**src/rtl/demux_4x1_tdm_pkg.sv**
```systemverilog
// Shared constants for the 4-slot TDM receive demultiplexer.
package demux_4x1_tdm_pkg;

   // FSM state encoding: IDLE waits for a frame sync, RUN collects slots.
   localparam logic [0:0] ST_IDLE = 1'b0;
   localparam logic [0:0] ST_RUN  = 1'b1;

   // Slot indices as seen on sel; they match the transmitter mux select.
   localparam logic [1:0] SLOT_A = 2'd0;
   localparam logic [1:0] SLOT_B = 2'd1;
   localparam logic [1:0] SLOT_C = 2'd2;
   localparam logic [1:0] SLOT_D = 2'd3;

   // Number of slots in one frame.
   localparam int FRAME_SLOTS = 4;

endpackage : demux_4x1_tdm_pkg

```
**src/rtl/demux_4x1_tdm_slot_counter_2b.sv**
```systemverilog
// 2-bit slot counter: synchronous clear, load-to-1 (frame start), increment.
module slot_counter_2b
   import demux_4x1_tdm_pkg::*;
(
   input  logic       clk,
   input  logic       rst,
   input  logic       clr,
   input  logic       load1,
   input  logic       inc,
   output logic [1:0] cnt
);

   logic [1:0] cnt_q;
   logic [1:0] cnt_d;

   // Next count: clear wins over load, load wins over increment.
   always_comb begin
      cnt_d = cnt_q;
      if (clr) begin
         cnt_d = SLOT_A;
      end else if (load1) begin
         cnt_d = SLOT_B;
      end else if (inc) begin
         cnt_d = cnt_q + 2'd1;
      end
   end

   // Counter register with synchronous reset.
   always_ff @(posedge clk) begin
      if (rst) begin
         cnt_q <= SLOT_A;
      end else begin
         cnt_q <= cnt_d;
      end
   end

   assign cnt = cnt_q;

endmodule : slot_counter_2b

```
**src/rtl/demux_4x1_tdm.sv**
```systemverilog
// 1-to-4 time-division demultiplexer: collects four slot words after a
// frame sync and presents them in parallel with a one-cycle valid strobe.
module demux_4x1_tdm
   import demux_4x1_tdm_pkg::*;
#(
   parameter int WIDTH = 1
) (
   input  logic             clk,
   input  logic             rst,
   input  logic             en,
   input  logic             sync,
   input  logic [WIDTH-1:0] in,
   output logic [1:0]       sel,
   output logic [WIDTH-1:0] out_a,
   output logic [WIDTH-1:0] out_b,
   output logic [WIDTH-1:0] out_c,
   output logic [WIDTH-1:0] out_d,
   output logic             frame_valid,
   output logic             busy,
   output logic             sync_err
);

   logic [0:0]       state_q, state_d;
   logic [WIDTH-1:0] s0_q, s0_d;
   logic [WIDTH-1:0] s1_q, s1_d;
   logic [WIDTH-1:0] s2_q, s2_d;
   logic [WIDTH-1:0] out_a_q, out_a_d;
   logic [WIDTH-1:0] out_b_q, out_b_d;
   logic [WIDTH-1:0] out_c_q, out_c_d;
   logic [WIDTH-1:0] out_d_q, out_d_d;
   logic             frame_valid_q, frame_valid_d;
   logic             sync_err_q, sync_err_d;

   logic [1:0] slot;
   logic       slot_clr;
   logic       slot_load1;
   logic       slot_inc;

   slot_counter_2b u_slot_counter (
      .clk   (clk),
      .rst   (rst),
      .clr   (slot_clr),
      .load1 (slot_load1),
      .inc   (slot_inc),
      .cnt   (slot)
   );

   // Frame FSM: shadow-register capture, parallel output update, resync detection.
   always_comb begin
      state_d       = state_q;
      s0_d          = s0_q;
      s1_d          = s1_q;
      s2_d          = s2_q;
      out_a_d       = out_a_q;
      out_b_d       = out_b_q;
      out_c_d       = out_c_q;
      out_d_d       = out_d_q;
      frame_valid_d = 1'b0;
      sync_err_d    = sync_err_q;
      slot_clr      = 1'b0;
      slot_load1    = 1'b0;
      slot_inc      = 1'b0;

      if (state_q == ST_IDLE) begin
         // A sync without an enable is not a sample and is ignored.
         if (en && sync) begin
            s0_d       = in;
            slot_load1 = 1'b1;
            state_d    = ST_RUN;
         end
      end else if (en) begin
         if (sync) begin
            // Resync: drop the partial frame and restart at slot 0.
            sync_err_d = 1'b1;
            s0_d       = in;
            slot_load1 = 1'b1;
         end else begin
            case (slot)
               SLOT_B: begin
                  s1_d     = in;
                  slot_inc = 1'b1;
               end
               SLOT_C: begin
                  s2_d     = in;
                  slot_inc = 1'b1;
               end
               SLOT_D: begin
                  out_a_d       = s0_q;
                  out_b_d       = s1_q;
                  out_c_d       = s2_q;
                  out_d_d       = in;
                  frame_valid_d = 1'b1;
                  slot_clr      = 1'b1;
                  state_d       = ST_IDLE;
               end
               default: begin
                  // Slot 0 never occurs in RUN; recover to IDLE if it does.
                  slot_clr = 1'b1;
                  state_d  = ST_IDLE;
               end
            endcase
         end
      end
   end

   // State and data registers; reset discards any partial frame.
   always_ff @(posedge clk) begin
      if (rst) begin
         state_q       <= ST_IDLE;
         s0_q          <= '0;
         s1_q          <= '0;
         s2_q          <= '0;
         out_a_q       <= '0;
         out_b_q       <= '0;
         out_c_q       <= '0;
         out_d_q       <= '0;
         frame_valid_q <= 1'b0;
         sync_err_q    <= 1'b0;
      end else begin
         state_q       <= state_d;
         s0_q          <= s0_d;
         s1_q          <= s1_d;
         s2_q          <= s2_d;
         out_a_q       <= out_a_d;
         out_b_q       <= out_b_d;
         out_c_q       <= out_c_d;
         out_d_q       <= out_d_d;
         frame_valid_q <= frame_valid_d;
         sync_err_q    <= sync_err_d;
      end
   end

   assign sel         = slot;
   assign busy        = (state_q == ST_RUN);
   assign out_a       = out_a_q;
   assign out_b       = out_b_q;
   assign out_c       = out_c_q;
   assign out_d       = out_d_q;
   assign frame_valid = frame_valid_q;
   assign sync_err    = sync_err_q;

endmodule : demux_4x1_tdm

```
**config.mk**
```make
export PLATFORM = sky130hd
export DESIGN_NAME = demux_4x1_tdm
export DESIGN_NICKNAME = d
export VERILOG_FILES = /design/src/rtl/demux_4x1_tdm_pkg.sv /design/src/rtl/demux_4x1_tdm_slot_counter_2b.sv /design/src/rtl/demux_4x1_tdm.sv
export SDC_FILE = /design/constraint.sdc
export NUM_CORES = 1
export LEC_CHECK = 0
export BUFFER_PORTS_ARGS = -buffer_cell sky130_fd_sc_hd__buf_2
export CAP_MARGIN = 20
export CORE_MARGIN = 2
export CORE_UTILIZATION = 44
export DETAILED_ROUTE_END_ITERATION = 8
export GPL_TIMING_DRIVEN = 0
export PLACE_DENSITY_LB_ADDON = 0.2
export SETUP_SLACK_MARGIN = 0.2
export SYNTH_ARGS = -nofsm -noshare
export SYNTH_HDL_FRONTEND = slang
export SYNTH_SLANG_ARGS = --single-unit
```
**constraint.sdc**
```tcl
create_clock -name clk -period 1 [get_ports clk]
set_input_delay 0.05 -clock clk [delete_from_list [all_inputs] [get_ports clk]]
set_output_delay 0.05 -clock clk [all_outputs]
set_load 0.01 [all_outputs]
```
; ---- Word-level counts from Yosys, hierarchy flattened
; Index checks and enable logic that the tools add are counted.
[word_totals]
ff_bits = 12
input_bits = 5
output_inout_bits = 9
word_cells = 55
[op_classes]
addsub = 1
eq_ne = 5
mux = 22
n_bitwise = 3
n_reduce_logical = 12
[op_table]
columns = operator, n
row1 = 2-to-1 mux 1 bit, 22
row2 = AND reduction 4 bit, 3
row3 = AND reduction 3 bit, 2
row4 = == test 2 bit (second input constant), 2
row5 = != test 2 bit (second input constant), 2
row6 = nonzero test 2 bit, 2
row7 = OR reduction 2 bit, 2
row8 = OR reduction 4 bit, 1
row9 = inverter 1 bit, 3
row10 = OR reduction 3 bit, 1
row11 = adder 2 x 1 -> 2 bit (second input constant), 1
row12 = == test 2 x 1 -> 1 bit (second input constant), 1
row13 = logical AND 1 bit, 1

; ---- Longest topological paths before layout
[logic_depth]
depth_word = 8
mapped_depth = 4
ltp_nobuf = 4

; ---- Hierarchy
; Synthesis repeated with hierarchy kept, for this count alone.
[unflattened]
hier_cells = 54
hier_area_um2 = 571.8
[modules_own_cells]
columns = module, n_inst, cells_per_inst, area_per_inst_um2, seq_area_each_um2
row1 = demux_4x1_tdm, 1, 46, 479.2, 200.2
row2 = slot_counter_2b, 1, 8, 92.6, 40.0

; ---- Worst setup path after synthesis
; Ideal clock, no wire load.
[synth_path]
path_type = reg-to-reg
start = register u_slot_counter.cnt_q[0] (netlist: u_slot_counter.cnt[0])
end = register u_slot_counter.cnt_q[0] (netlist: u_slot_counter.cnt[0])
setup_time_ns = 0.074
t_arrival_ns = 1.104
required_time_ns = 0.926
setup_slack_ns = -0.178
stages_incl_launch_ff = 5
path_buffers = 0
synth_period_minus_slack_ns = 1.178
path_cell_list = dfxtp_1 > inv_1 > ha_1 > nand4bb_1 > a31oi_1
[synth_between]
elab_chain_cells = 7
word_cells_on_any_way = 16
cone_classes = add/sub (1) / eq/ne (2) / mux (10) / reduce/logical (3)
[synth_rtl]
columns = element, line_no
row1 = "start, declared", demux_4x1_tdm_slot_counter_2b.sv:13  ; logic [1:0] cnt_q;
row2 = "start signal, assigned", demux_4x1_tdm_slot_counter_2b.sv:33  ; cnt_q <= cnt_d;
row3 = == test 2 bit or == test 2 x 1 -> 1 bit (tied branches), demux_4x1_tdm.sv:78  ; case (slot)
row4 = OR reduction 2 bit (no line), n/a
row5 = 2-to-1 mux 1 bit, demux_4x1_tdm.sv:78
row6 = 2-to-1 mux 1 bit, demux_4x1_tdm.sv:72  ; if (sync) begin
row7 = 2-to-1 mux 1 bit, demux_4x1_tdm.sv:71  ; end else if (en) begin
row8 = 2-to-1 mux 1 bit, demux_4x1_tdm.sv:64  ; if (state_q == ST_IDLE) begin
row9 = nonzero test 2 bit (no line) or OR reduction 2 bit (tied branches), n/a
; Several ways; a longest one is shown, not always the timed one. The select of a mux whose other input is x is not followed.
; A chain may end at the register's enable or synchronous reset.

; ---- Worst setup path after layout
[layout_path]
start = register u_slot_counter.cnt_q[1] (netlist: u_slot_counter.cnt[1])
end = register out_a_q (netlist: out_a)
[layout_between]
elab_chain_cells = 2
[layout_rtl]
columns = element, line_no
row1 = == test 2 bit, demux_4x1_tdm.sv:78
row2 = AND reduction 4 bit (no line), n/a
row3 = "end signal, assigned", demux_4x1_tdm.sv:124  ; out_a_q <= out_a_d;
row4 = "end, declared", demux_4x1_tdm.sv:27  ; logic [WIDTH-1:0] out_a_q, out_a_d;
; No other way between the ends.

==> run_results.csv <==
group,metric,value,unit
critical_path,path_buf_inv,0,
sta,period_share,106,%
sta,tightestPinTransition,0.183,ns
route,wirelength,1100,um
synthesis,syn_area,589,um2
critical_path,crit_type,"flop to flop",
critical_path,required,1.21,ns
power,power_leakage,0.361,nW
synthesis,netlist.area_leader.share,40.8,%
min_path,hold_path.class,"primary input to flop",
finish,diodes,0,
power,seqPwrFrac,48.6,%
cts,clockRootBuffer,"clkbuf_4",
sta,drv_slew,0,
finish,final_layout_size_suffix_gt1_share,52.1,%
critical_path,cp_max_fo,4,
synthesis,synth-edff-count,0,
critical_path,r2r_setup_slack,-0.06,ns
critical_path,endpoint,"out_a",
synthesis,netlist_instances,54,
sta,setup_viol,6,
place,dp_cells,81,
sta,hold_viol,0,
sta,clock_skew,0.00171,ns
place,dpl.hpwl,752,um
finish,layout.nets,82,
floorplanning,die_w,40.6,um
sta,post-route-min-period,1.06,ns
synthesis,synth_commonest_cells,"dfxtp_1 (12), nand2b_1 (8), mux2i_1 (6), ha_1 (3)",
critical_path,slowest_stage,"dfxtp_4",
place,numPortBuffers,12,
cts,clk_pin_slew,0.08,ns
place,placed_area,706,um2
critical_path,start_kind,"flop",
critical_path,r2r_start,"u_slot_counter.cnt[1]",
sta,fmax,939,MHz
finish,final_cells,88,
global_route,grt_first_pass_wirelength,1730,um
synthesis,synth.largest_area_cell,"dfxtp_1",
synthesis,synth_area_leaders,"dfxtp_1 (41%), mux2i_1 (10%), nand2b_1 (8.5%)",
synthesis,synth-async-reset-ratio,0,%
route,drcViolationCount,0,
sta,worst_slack,-0.0647,ns
cts,cts_buffer_depth,2,
global_route,antenna_found_initial,0,
global_route,track_usage,16.9,%
sta,slew_headroom,87.8,%
cts,clk_latency,0.27,ns
synthesis,syn-num-nets,62,
cts,cts_tree,"done",
global_route,overflow,0,
cts,clock_sinks,12,
power,internal-power,0.772,mW
route,drt_iter0_drc,1,
global_route,grt_pass1_vias,388,
critical_path,crit_arrival,1.27,ns
power,p_sw_share,24.0,%
synthesis,ys_warn_count,0,
power,p_clk_share,39.3,%
power,powerDensity,1260,nW/um2
critical_path,crit_start,"u_slot_counter.cnt[1]",
synthesis,ys_ff_latch,12,
route,ant_nets,0,
route,firstDrtPassIters,2,
global_route,grt_max_degree,11,
floorplanning,core_area,1270,um2
floorplanning,ios,14,
power,vdd_drop_max,987,uV
cts,htreeDepth,1,
place,gp_congestion,0.729,
finish,stdcell_area,808,um2
finish,fill_cells,110,
sta,rsz0062_at_grt,"yes",
sta,timing.hold.ws,0.0292,ns
run_status,status,"finished with violations",
place,pre_cts_ws,-0.0785,ns
floorplanning,rows,13,
finish,area_growth,37.2,%
power,p_switching,0.244,mW
synthesis,synth_top_flop_cell,"dfxtp_1",
sta,tns,-0.231,ns
critical_path,worstPathCellList,"ha_4 -> and4b_2 -> mux2i_1",
critical_path,cp.depth,3,
synthesis,yosysSeqAreaShare,40.8,%
route,viasPerCell,5.23,
synthesis,synth_cell_type_count,21,
run,drv_cap,0,
power,p_comb_share,12.1,%
route,vias,460,
run_status,violations,"setup timing",
synthesis,synth.avg_cell_area,10.9,um2
cts,cts-buffers-inserted,3,
synthesis,post-synth-top-count-cell,"dfxtp_1",
floorplanning,die_h,40.6,um
critical_path,cp-end-kind,"flop",
critical_path,critPathTopFamily,"flip-flops",
floorplanning,start_util,46.4,%
critical_path,ff2ff_path_depth,3,
critical_path,max_stage_delay,0.39,ns
critical_path,rr_endpoint,"out_a",
floorplanning,die_area,1650,um2
route,wl_per_cell,12.5,um
==> state kept, by name, indices dropped and copies added, names as in the netlist <==
| signal | cells |
|---|---|
| sync_err | 1 |
| s0_q | 1 |
| u_slot_counter.cnt | 2 |
| out_a | 1 |
| out_d | 1 |
| s1_q | 1 |
| out_c | 1 |
| s2_q | 1 |
| frame_valid | 1 |
| out_b | 1 |
| busy | 1 |
==> power by group through the flow <==
stage / sequential [mW] / combinational [mW] / clock (mW)
2_1_floorplan: 0.507 / 0.0707 / 0
3_3_place_gp: 0.504 / 0.102 / 0
3_5_place_dp: 0.505 / 0.102 / 0
4_1_cts: 0.493 / 0.117 / 0.394
5_1_grt: 0.496 / 0.133 / 0.415
6_report: 0.494 / 0.123 / 0.400
==> worst min-delay path by stage <==
| stage | from | to | slack [ns] | cells after the start |
|---|---|---|---|---|
| floorplan | in | s0_q | 0.20 | 2 |
| global placement | sync | u_slot_counter.cnt[1] | 0.28 | 2 |
| detailed placement | sync | u_slot_counter.cnt[1] | 0.29 | 2 |
| CTS | in | s0_q | 0.03 | 3 |
| global route | in | s0_q | 0.05 | 3 |
| finish | in | s0_q | 0.03 | 3 |
==> tightest hold or removal path, delay by kind of cell <==
kind / cells / cell delay (ns)
buffers and inverters: 1 / 0.10
and+or+nand+nor: 1 / 0.06
AOI/OAI and AO/OA: 1 / 0.05
==> per-layer routing <==
layer  track usage (%)  vias to the layer above  wire length, um
met2              25.0                       11              536
met4              10.0                        0               11
met3              5.00                        2               44
met1              21.3                      218              507
met5                 0                        -                0
li1                  -                      229                -
==> metrics by stage <==
stage	total power, mW	util, %
2_1_floorplan	0.578	-
3_3_place_gp	0.607	55.6
3_5_place_dp	0.608	55.6
4_1_cts	1.00	62.6
5_1_grt	1.04	63.7
6_report	1.02	63.7
==> layout by cell type, fill, tap and decap left out, drive strengths merged, types with 2 or more instances in the layout <==
cell      n
a21bo     3
a21oi     2
a31oi     2
buf      18
clkbuf    4
dfxtp    12
ha        3
inv       2
mux2i     6
nand2b    8
nand4b    3
nand4bb   2
nor2      2
==> kinds of logic after synthesis <==
logic type	after synthesis	synth area share (%)
flops	12	40.8
fa+ha+maj	3	6.37
compound gates	9	11.7
simple gates	18	23.8
buf+inv	6	7.22
mux	6	10.2
==> layout make-up <==
cell class                 instances  area, um2  area share, %
multi-input combinational         36        347           42.9
inverter                           2       7.51          0.929
tap                               15       18.8           2.32
buffer                             4       38.8           4.80
timing repair buffer              15        108           13.3
clock buffer                       4       36.3           4.49
sequential                        12        253           31.3
==> what timing repair did <==
item,CTS,global route
setup buffers,2,0
hold endpoints to repair,1,0
setup endpoints to repair,12,19
hold buffers,1,0
gates resized for setup,6,5
pin swaps,2,3
No activity file was read; power rests on OpenSTA's default activity.
